--- config.mk ---
export PLATFORM = sky130hd
export DESIGN_NAME = time_pulse_gen
export DESIGN_NICKNAME = d
export VERILOG_FILES = /design/src/rtl/time_pulse_gen.sv
export SDC_FILE = /design/constraint.sdc
export NUM_CORES = 1
export LEC_CHECK = 0
export BUFFER_PORTS_ARGS = -buffer_cell sky130_fd_sc_hd__buf_2
export CORE_UTILIZATION = 35
export CTS_BUF_LIST = sky130_fd_sc_hd__clkbuf_4
export DETAILED_ROUTE_END_ITERATION = 16
export PLACE_DENSITY_LB_ADDON = 0.1
export SYNTH_ARGS = -nofsm -noshare
export SYNTH_HDL_FRONTEND = slang
export SYNTH_SLANG_ARGS = --single-unit
--- constraint.sdc ---
create_clock -name SIM_CLK -period 3.7 [get_ports SIM_CLK]
set_input_delay 0.185 -clock SIM_CLK [delete_from_list [all_inputs] [get_ports SIM_CLK]]
set_output_delay 0.185 -clock SIM_CLK [all_outputs]
set_load 0.01 [all_outputs]
--- src/rtl/time_pulse_gen.sv ---
// time_pulse_gen: time-pulse and memory-strobe generator.
// A 2-bit phase counter (PH) and a 1..12 time counter (TC) give 48 clocks
// per memory cycle. T01..T12 are active-low one-hot pulses, four clocks each;
// the RT/WT/TT/CT strobes and MCT are decoded from PH and TC.
// Optional feature: define TPG_MONITOR_STOP_EN to enable monitor stop/step
// (MSTP/MSTRT and the HOLD mode). Without it HOLD is unreachable and
// STOPPED is always 0.
module time_pulse_gen (
  input  logic        SIM_CLK,
  input  logic        SIM_RST,
  input  logic        GOJAM,
  input  logic        MSTP,
  input  logic        MSTRT,
  output logic [11:0] T_n,
  output logic        T10_n,
  output logic        RT_n,
  output logic        WT_n,
  output logic        TT_n,
  output logic        CT_n,
  output logic        MCT,
  output logic        STOPPED
);

  typedef enum logic {
    RUN  = 1'b0,
    HOLD = 1'b1
  } mode_t;

  mode_t       mode, mode_nx;
  logic [1:0]  ph, ph_nx;
  logic [3:0]  tc, tc_nx;

  logic [11:0] t_nx;
  logic        rt_nx, wt_nx, tt_nx, ct_nx, mct_nx, stopped_nx;
  logic        run_nx;

`ifndef TPG_MONITOR_STOP_EN
  logic unused_monitor;
  assign unused_monitor = MSTP | MSTRT;
`endif

  // Next-state logic; precedence GOJAM > MSTRT > MSTP (reset is in the register block).
  always_comb begin
    mode_nx = RUN;
    ph_nx   = ph;
    tc_nx   = tc;
    if (GOJAM) begin
      ph_nx = 2'd0;
      tc_nx = 4'd1;
    end else if (mode == HOLD) begin
      ph_nx = 2'd0;
      tc_nx = 4'd1;
`ifdef TPG_MONITOR_STOP_EN
      mode_nx = MSTRT ? RUN : HOLD;
`endif
    end else if (tc == 4'd0 || tc > 4'd12) begin
      ph_nx = 2'd0;
      tc_nx = 4'd1;
    end else if (ph == 2'd3) begin
      ph_nx = 2'd0;
      if (tc == 4'd12) begin
        tc_nx = 4'd1;
`ifdef TPG_MONITOR_STOP_EN
        if (MSTP) mode_nx = HOLD;
`endif
      end else begin
        tc_nx = tc + 4'd1;
      end
    end else begin
      ph_nx = ph + 2'd1;
    end
  end

  // Output decode of the next state, so the registered outputs line up with the state registers.
  always_comb begin
    run_nx = (mode_nx == RUN);
    t_nx   = '1;
    for (int unsigned k = 0; k < 12; k++) begin
      t_nx[k] = ~(run_nx && (tc_nx == 4'(k + 1)));
    end
    rt_nx  = ~(run_nx && ph_nx == 2'd0);
    wt_nx  = ~(run_nx && (ph_nx == 2'd1 || ph_nx == 2'd2));
    tt_nx  = ~(run_nx && ph_nx == 2'd2);
    ct_nx  = ~(run_nx && ph_nx == 2'd3);
    mct_nx = run_nx && tc_nx == 4'd12 && ph_nx == 2'd3;
`ifdef TPG_MONITOR_STOP_EN
    stopped_nx = ~run_nx;
`else
    stopped_nx = 1'b0;
`endif
  end

  // State and output registers with synchronous reset to RUN, T01, PH0.
  always_ff @(posedge SIM_CLK) begin
    if (SIM_RST) begin
      mode    <= RUN;
      ph      <= 2'd0;
      tc      <= 4'd1;
      T_n     <= 12'hFFE;
      RT_n    <= 1'b0;
      WT_n    <= 1'b1;
      TT_n    <= 1'b1;
      CT_n    <= 1'b1;
      MCT     <= 1'b0;
      STOPPED <= 1'b0;
    end else begin
      mode    <= mode_nx;
      ph      <= ph_nx;
      tc      <= tc_nx;
      T_n     <= t_nx;
      RT_n    <= rt_nx;
      WT_n    <= wt_nx;
      TT_n    <= tt_nx;
      CT_n    <= ct_nx;
      MCT     <= mct_nx;
      STOPPED <= stopped_nx;
    end
  end

  assign T10_n = T_n[9];

endmodule

==> results.sh <==
export IMPL_outcome="completed"
export IMPL_ios=24
export IMPL_cts_resized=0
export IMPL_die_h_um=56.3
export IMPL_place_ws_ns=1.22
export IMPL_grt_pass1_vias=807
export IMPL_multiInputGateArea_um2=509
export IMPL_rrSetupSlack_ns=1.20
export IMPL_cap_violations=0
export IMPL_whs_path_depth=2
export IMPL_fin_tns_setup_ns=0
export IMPL_coreArea_um2=2780
export IMPL_crit_path_max_fanout=11
export IMPL_hold_buffers=0
export IMPL_antenna_left=0
export IMPL_h_tree_depth=1
export IMPL_nFillCells=275
export IMPL_wire_per_inst_um=12.0
export IMPL_holdPathEnd="RT_n$_SDFF_PP0_"
export IMPL_vias=837
export IMPL_numCtsBuffers=3
export IMPL_rsz0062_at_grt="no"
export IMPL_cpMostUsedCell="nor3b_1"
export IMPL_grt_pass1_wl_um=3630
export IMPL_ir_drop_mv=0.278
export IMPL_finalSetupViolCount=0
export IMPL_cp_start_kind="flip-flop"
export IMPL_hp_start="SIM_RST"
export IMPL_cts_sinks=23
export IMPL_synth_warning_count=0
export IMPL_cts_root_buf="clkbuf_4"
export IMPL_skew_ns=0.00573
export IMPL_yosys_most_used_dff="dfxtp_1"
export IMPL_row_count=19
export IMPL_insertion_delay_ns=0.31
export IMPL_required_ns=3.90
export IMPL_clkTransAtPathRegs_ns=0.13
export IMPL_vias_per_cell=5.01
export IMPL_layout_worst_path_cycle_share_pct=67.5
export IMPL_r2r_cells=6
export IMPL_final_common_cell="dfxtp_1"
export IMPL_max_slew_margin_rel_pct=52.9
export IMPL_fin_nets=148
export IMPL_power_density_nw_per_um2=334
export IMPL_final_setup_worst_slack_ns=1.20
export IMPL_layout_common_cells="dfxtp_1 (23), buf_2 (20), nand2_1 (14)"
export IMPL_dieArea_um2=3170
export IMPL_drc_errors=0
export IMPL_antenna_found_initial=0
export IMPL_area_growth_pct=12.8
export IMPL_r2r_end="T_n[1]$_SDFF_PP1_"
export IMPL_crit_slowest_cell="nor4b_1"
export IMPL_grt_use_total_pct=14.4
export IMPL_syn_mean_instance_area_um2=8.68
export IMPL_synth_net_count=130
export IMPL_slowest_delay_ns=0.67
export IMPL_leakagePower_nw=0.472
export IMPL_max_slew_worst_pin_slew_ns=0.697
export IMPL_syn_inst=119
export IMPL_end_kind="flip-flop"
export IMPL_design_area_um2=1170
export IMPL_ys_types=35
export IMPL_syn_area_um2=1030
export IMPL_drive_above_1_share_pct=19.1
export IMPL_register_area_um2=460
export IMPL_grt_max_degree=16
export IMPL_period_minus_slack_ns=2.50
export IMPL_dr_pass1_iters=4
export IMPL_cp_cell_sequence="inv_1 -> ha_1 -> nor3b_1 -> nor4b_1 -> nor3b_1 -> nand3_1"
export IMPL_max_freq_mhz=400
export IMPL_dpl_cell_area_um2=1140
export IMPL_cts_tree="yes"
export IMPL_ys_ff_latch=23
export IMPL_port_buffers=20
export IMPL_hold_viol_final=0
export IMPL_dp_hpwl_um=1500
export IMPL_post_cts_buffers=0
export IMPL_routed_wl_um=2000
export IMPL_antenna_cells=0
export IMPL_die_w_um=56.3
export IMPL_crit_type="reg -> reg"
export IMPL_synth_seq_area_share_pct=44.6
export IMPL_gp_congestion=0.770
export IMPL_clock_path_buffers=2
export IMPL_initial_utilization_pct=37.2
export IMPL_drt_iter0_drc=12
export IMPL_reg2reg_from="tc[0]$_SDFF_PP1_"
export IMPL_maxSlewViolCount=0
export IMPL_critPathArrivalTime_ns=2.70
export IMPL_synth_enable_flop_cells=0
export IMPL_async_flop_share_pct=0
export IMPL_hp_class="in -> reg"
export IMPL_grt_ovfl_total=0
[report_power, final]
part	switching, mW	total [mW]	internal, mW
logic	0.0141	0.0228	0.00864
registers	0.00112	0.252	0.251
clock network	0.0743	0.115	0.0404
total	0.0895	0.390	0.300
[critical path: cells and delay by family, from the launching register on]
kind	cells	cell delay, ns
simple gates	4	1.40
flops	1	0.55
fa+ha+maj	1	0.32
buf+inv	1	0.13
[synthesized netlist by cell type (all sizes together), types with 2 or more instances]
cell | number | area (um^2)
a211oi | 2 | 15.0
a21oi | 3 | 15.0
and3b | 3 | 26.3
buf | 2 | 15.0
clkbuf | 5 | 18.8
dfxtp | 23 | 460
ha | 6 | 75.1
inv | 8 | 30.0
nand2 | 14 | 52.6
nand2b | 4 | 25.0
nand3 | 6 | 30.0
nor2 | 10 | 37.5
nor3 | 3 | 15.0
nor3b | 3 | 22.5
nor4 | 2 | 12.5
o21a | 2 | 15.0
o21ai | 3 | 15.0
or3 | 3 | 18.8
or4 | 2 | 18.8
[routing by layer]
metal | GRT usage (%) | up-vias | part of all wire, %
li1 | - | 441 | -
met1 | 19.5 | 376 | 49
met2 | 22.8 | 18 | 45
met3 | 4.38 | 2 | 4.8
met4 | 3.14 | 0 | 0.70
met5 | 0 | - | 0
[cell families (layout without fill, tap and decap cells)]
family                   Yosys count  after routing  share of synthesized area (%)
AND/OR/NAND/NOR                   55             55                           28.8
flip-flops                        23             23                           44.6
AO/OA/AOI/OAI                     17             17                           11.0
buffers and inverters             15             32                           6.17
adder cells (fa/ha/maj)            6              6                           7.26
other                              1              1                          0.363
XOR/XNOR                           1              1                          0.848
multiplexers                       1              1                          0.969
[flip-flops by register name, indices dropped and copies added (netlist names)]
| name | count |
|---|---|
| CT_n | 1 |
| ph | 2 |
| MCT | 1 |
| RT_n | 1 |
| TT_n | 1 |
| T_n | 12 |
| WT_n | 1 |
| tc | 4 |
[stage by stage]
step	utilization [%]	hold slack [ns]	total power, mW	instances
after floorplan	-	0.318	0.274	119
after global placement	40.9	0.471	0.281	163
after detailed placement	40.9	0.474	0.281	163
after CTS	41.9	0.132	0.395	167
after global routing	41.9	0.134	0.409	167
final	41.9	0.135	0.390	167
[worst max path at each step]
stage | start | to | slack, ns | cells past startpoint
finish | tc[0]$_SDFF_PP1_ | T_n[1]$_SDFF_PP1_ | 1.20 | 6
global route | tc[0]$_SDFF_PP1_ | T_n[2]$_SDFF_PP1_ | 0.93 | 6
detailed placement | tc[0]$_SDFF_PP1_ | T_n[10]$_SDFF_PP1_ | 1.22 | 6
global placement | tc[0]$_SDFF_PP1_ | T_n[9]$_SDFF_PP1_ | 1.24 | 6
CTS | tc[0]$_SDFF_PP1_ | T_n[11]$_SDFF_PP1_ | 1.21 | 6
floorplan | tc[0]$_SDFF_PP1_ | T_n[11]$_SDFF_PP1_ | 1.37 | 7
[layout make-up]
cell class	instances	area share (%)
well taps	31	3.33
flip-flops and latches	23	39.5
inverters	8	2.58
repair buffers	20	8.58
clock buffers	3	1.93
clock inverters	1	0.429
multi-input cells	81	43.7
No activity file was read; power rests on OpenSTA's default activity.
